[config.mk]
export PLATFORM = sky130hd
export DESIGN_NAME = saboteur_scan_loader
export DESIGN_NICKNAME = d
export VERILOG_FILES = /design/src/rtl/saboteur_pkg.sv /design/src/rtl/shift_tick_gen.sv /design/src/rtl/saboteur_scan_loader.sv
export SDC_FILE = /design/constraint.sdc
export NUM_CORES = 1
export LEC_CHECK = 0
export ABC_AREA = 0
export CORE_ASPECT_RATIO = 1.1
export CORE_MARGIN = 1.5
export CORE_UTILIZATION = 35
export CTS_CLUSTER_SIZE = 25
export DETAILED_ROUTE_END_ITERATION = 12
export HOLD_SLACK_MARGIN = 0.03
export PLACE_DENSITY_LB_ADDON = 0.08
export SLEW_MARGIN = 20
export SYNTH_ARGS = -nofsm -noshare
export SYNTH_HDL_FRONTEND = slang
export SYNTH_SLANG_ARGS = --single-unit
[constraint.sdc]
create_clock -name i_CLK -period 2.57 [get_ports i_CLK]
set_clock_uncertainty 0.1 [all_clocks]
set_input_delay 0.514 -clock i_CLK [delete_from_list [all_inputs] [get_ports i_CLK]]
set_output_delay 0.514 -clock i_CLK [all_outputs]
set_load 0.05 [all_outputs]
[src/rtl/saboteur_pkg.sv]
// Shared constants and helpers for the saboteur scan blocks.
// FSM encodings and a width helper used for counter sizing.
package saboteur_pkg;

  localparam logic [1:0] ST_IDLE   = 2'd0;
  localparam logic [1:0] ST_SHIFT  = 2'd1;
  localparam logic [1:0] ST_UPDATE = 2'd2;

  function automatic int clog2(input int v);
    int r;
    r = 0;
    while ((1 << r) < v) r++;
    return r;
  endfunction

endpackage

[src/rtl/shift_tick_gen.sv]
// Shift-rate divider: one-cycle registered tick every DIV cycles.
// o_DUE says the cycle being entered next is a tick slot.
module shift_tick_gen
  import saboteur_pkg::*;
#(
  parameter int DIV = 1
) (
  input  logic i_CLK,
  input  logic i_RST,
  input  logic i_EN,
  output logic o_DUE,
  output logic o_TICK
);

  localparam int DW = clog2(DIV) + 1;
  localparam logic [DW-1:0] LAST = DW'(DIV - 1);

  logic [DW-1:0] r_cnt;
  logic          r_tick;

  assign o_DUE  = (r_cnt == '0);
  assign o_TICK = r_tick;

  // Phase restarts at zero whenever the enable drops.
  always_ff @(posedge i_CLK or negedge i_RST) begin
    if (!i_RST) begin
      r_cnt  <= '0;
      r_tick <= 1'b0;
    end else if (!i_EN) begin
      r_cnt  <= '0;
      r_tick <= 1'b0;
    end else begin
      r_tick <= o_DUE;
      r_cnt  <= (r_cnt == LAST) ? '0 : r_cnt + 1'b1;
    end
  end

endmodule

[src/rtl/saboteur_scan_loader.sv]
// Serialises a fault-mask word LSB-first into the saboteur chain,
// then strobes update so the chain commits the mask.
module saboteur_scan_loader
  import saboteur_pkg::*;
#(
  parameter int WIDTH     = 10,
  parameter int SHIFT_DIV = 1
) (
  input  logic             i_CLK,
  input  logic             i_RST,
  input  logic             i_VALID,
  input  logic [WIDTH-1:0] i_DATA,
  output logic             o_READY,
  input  logic             i_ABORT,
  output logic             o_SR_EN,
  output logic             o_SR_SI,
  output logic             o_UPDATE,
  output logic             o_BUSY
);

  localparam int CW = clog2(WIDTH + 1);
  localparam logic [CW-1:0] LAST_BIT = CW'(WIDTH);

  logic [1:0]       r_state;
  logic [1:0]       w_next;
  logic [CW-1:0]    r_bitcnt;
  logic [WIDTH-1:0] r_shadow;
  logic             r_ready;
  logic             r_busy;
  logic             r_upd;
  logic             r_si;
  logic             w_due;
  logic             w_tick;
  logic             w_take;
  logic             w_fire;
  logic             w_en;

  assign o_READY  = r_ready;
  assign o_BUSY   = r_busy;
  assign o_UPDATE = r_upd;
  assign o_SR_SI  = r_si;
  assign o_SR_EN  = w_tick;

  assign w_take = (r_state == ST_IDLE) && r_ready
                  && i_VALID && !i_ABORT;
  assign w_en   = (w_next == ST_SHIFT);
  assign w_fire = w_en && w_due;

  always_comb begin
    w_next = r_state;
    unique case (r_state)
      ST_IDLE:
        if (w_take) w_next = ST_SHIFT;
      ST_SHIFT:
        if (i_ABORT)
          w_next = ST_IDLE;
        else if (w_due && r_bitcnt == LAST_BIT)
          w_next = ST_UPDATE;
      ST_UPDATE:
        w_next = ST_IDLE;
      default:
        w_next = ST_IDLE;
    endcase
  end

  shift_tick_gen #(
    .DIV (SHIFT_DIV)
  ) u_tick (
    .i_CLK  (i_CLK),
    .i_RST  (i_RST),
    .i_EN   (w_en),
    .o_DUE  (w_due),
    .o_TICK (w_tick)
  );

  always_ff @(posedge i_CLK or negedge i_RST) begin
    if (!i_RST) begin
      r_state  <= ST_IDLE;
      r_bitcnt <= '0;
      r_shadow <= '0;
      r_ready  <= 1'b0;
      r_busy   <= 1'b0;
      r_upd    <= 1'b0;
      r_si     <= 1'b0;
    end else begin
      r_state <= w_next;
      r_ready <= (w_next == ST_IDLE) && !i_ABORT;
      r_busy  <= (w_next != ST_IDLE);
      r_upd   <= (w_next == ST_UPDATE);
      // Shadow holds the bits not yet sent; bit 0 goes out first.
      if (w_take) begin
        r_shadow <= i_DATA >> 1;
        r_si     <= i_DATA[0];
        r_bitcnt <= CW'(1);
      end else if (w_fire) begin
        r_shadow <= r_shadow >> 1;
        r_si     <= r_shadow[0];
        r_bitcnt <= r_bitcnt + 1'b1;
      end else if (!w_en) begin
        r_si     <= 1'b0;
        r_bitcnt <= '0;
      end
    end
  end

endmodule

==> flow_metrics.py <==
metrics = {
    "status": {
        "outcome": "finished, final reports clean",
    },
    "worst_setup_path": {
        "crit_family": "buffers and inverters",
        "startpoint_type": "flip-flop",
        "critPathMaxStageDelay_ns": 0.79,
        "critical_path_buf_inv_count": 1,
        "crit_slowest_cell": "clkdlybuf4s50_1",
        "cp_data_arrival_time_ns": 1.44,
        "path_cells": "clkdlybuf4s50_1",
        "critPathMaxFanout": 2,
        "cp-end-kind": "output port",
        "crit_required_ns": 1.96,
        "path_class": "reg -> out",
    },
    "sta": {
        "fin_crit_ns": 2.05,
        "clock.fmax_ghz": 0.488,
        "hold_ws_ns": 0.406,
        "finalSetupTns_ns": 0,
        "relSlewSlack_pct": 67.4,
        "finalHoldViolations": 0,
        "fin_crit_sh_pct": 79.8,
        "tightest_slew_ns": 0.488,
        "rsz0062_at_grt": "false",
        "drv_slew": 0,
        "setup_viol": 0,
    },
    "floorplan": {
        "die_h_microns": 56.1,
        "die_area_sq_mm": 0.00287,
        "die_w_microns": 51.2,
        "row_count": 19,
        "start_util_pct": 36.2,
        "coreArea_sq_mm": 0.00247,
        "io_pins": 19,
    },
    "power": {
        "cellPowerDensity_mw_per_mm2": 612,
        "leakage_nw": 0.502,
        "vdd_ir_drop_max_uv": 335,
        "p_total_mw": 0.701,
    },
    "placed_design": {
        "gp_routability_congestion": 0.752,
        "dp.cells": 134,
        "place_hpwl_microns": 1220,
        "place_area_sq_mm": 0.00112,
        "port_buffers": 18,
    },
    "clock_tree": {
        "cts_buffers": 3,
        "post_cts_buffers": 0,
        "clock_path_buffers": 2,
        "cts_root_buffer": "clkbuf_4",
        "tritoncts": "yes",
        "cts_sinks": 20,
        "cts-hold-fix-buffers": 0,
        "clock_latency_ns": 0.29,
        "cts_resized": 0,
        "clkTransAtPathRegs_ns": 0.10,
        "htreeDepth": 1,
    },
    "route": {
        "dr.pass1.iters": 4,
        "vias": 695,
        "drt_wl_total_microns": 1780,
        "drtIter0Drc": 8,
        "drc": 0,
        "viasPerCell": 5.07,
        "postRouteAntennaNets": 0,
        "wl_per_cell_microns": 13.0,
    },
    "logic_synthesis": {
        "synth_area_leader_cell": "dfrtp_1",
        "synthTopCellsByCount": "dfrtp_1 (20), nand3_1 (18), inv_1 (10)",
        "yosys_warnings": 0,
        "syn_inst": 86,
        "synth.most_common_cell": "dfrtp_1",
        "syn-num-nets": 102,
        "avgSynthCellArea_sq_um": 10.4,
        "synth_area_sq_um": 896,
        "synthTopCellsByArea": "dfrtp_1 (56%), nand3_1 (10%), o311ai_1 (7.8%)",
        "synth_edf_count": 0,
        "synth-async-reset-ratio_pct": 100,
        "synth_cell_types": 22,
        "synth-seq-cells": 20,
        "synth_top_flop_cell": "dfrtp_1",
        "yosysSeqAreaShare_pct": 55.9,
        "synth_top_area_share_pct": 55.9,
    },
    "grt": {
        "grt_use_total_pct": 14.7,
        "grt_overflow": 0,
        "grt_pass1_wl_microns": 3150,
        "grt_start_max_net_pins": 21,
        "antenna_found_initial": 0,
        "grt_pass1_vias": 707,
    },
    "layout": {
        "fin_cells": 137,
        "drive_above_1_share_pct": 9.43,
        "final.fill_count": 241,
        "regArea_sq_um": 500,
        "fin_area_sq_mm": 0.00114,
        "syn_to_final_growth_pct": 27.8,
        "num_antenna_cells": 0,
        "multi_input_area_sq_um": 328,
        "layout.nets": 124,
    },
    "hold_path": {
        "hp-class": "reg -> reg",
    },
    "flow_run": {
        "max_cap_viol_count": 0,
    },
}
-- metal layers --
| metal | vias to the layer above | GRT usage [%] | wire (microns) |
|---|---|---|---|
| met5 | - | 0 | 0 |
| met1 | 335 | 20.6 | 817 |
| met4 | 0 | 7.52 | 17 |
| met2 | 23 | 21.5 | 834 |
| met3 | 2 | 2.96 | 108 |
| li1 | 335 | - | - |
-- cells in the final DEF (no fill, tap or decap), drive strengths merged, types with 2 or more instances in the layout --
master / count
nand3: 18
inv: 10
ha: 2
dfrtp: 20
nand2: 4
nor2b: 3
o311ai: 8
buf: 5
nor2: 3
and2: 2
clkdlybuf4s50: 18
clkbuf: 3
-- stage by stage --
stage	utilization (%)	setup WS, ns
after detailed placement	45.4	0.434
after global placement	45.4	0.481
final	46.3	0.519
after floorplan	-	1.03
after global routing	46.3	0.460
after CTS	46.3	0.493
-- flip-flops by register name, indices dropped and copies added, names as in the netlist --
signal / count
r_shadow: 9
o_READY: 1
r_bitcnt: 4
o_UPDATE: 1
o_SR_SI: 1
r_state: 2
u_tick.o_TICK: 1
o_BUSY: 1
-- cell families after synthesis --
family | count (synthesis) | share of synthesized area [%]
and+or+nand+nor | 35 | 21.6
buffers and inverters | 16 | 7.54
DFF | 20 | 55.9
AOI/OAI and AO/OA | 11 | 10.2
adders and majority gates | 2 | 2.79
xor gates and xnor gates | 2 | 1.96
-- report_power, final --
part	switching [mW]	total, mW	internal [mW]
clock network	0.0875	0.142	0.0545
registers	0.0305	0.403	0.372
logic	0.0788	0.156	0.0775
total	0.197	0.701	0.504
-- final timing paths --
kind                       slack [ns]        start     endpoint  cells after the start
max                              0.52      o_READY      o_READY                      1
min                              0.41  r_shadow[0]      o_SR_SI                      1
max reg2reg                      0.88  r_bitcnt[0]  r_shadow[5]                      6
min reg2reg                      0.41  r_shadow[0]      o_SR_SI                      1
max in group asynchronous        1.71        i_RST  r_shadow[3]                      2
min in group asynchronous        0.45        i_RST  r_bitcnt[0]                      2
-- cell type report --
type                            count  area share [%]
Sequential cell                    20            43.7
Inverter                           10            3.28
Timing Repair Buffer               23            19.0
Multi-Input combinational cell     50            28.6
Clock buffer                        3            1.97
Tap cell                           31            3.39
No activity file was read; power rests on OpenSTA's default activity.
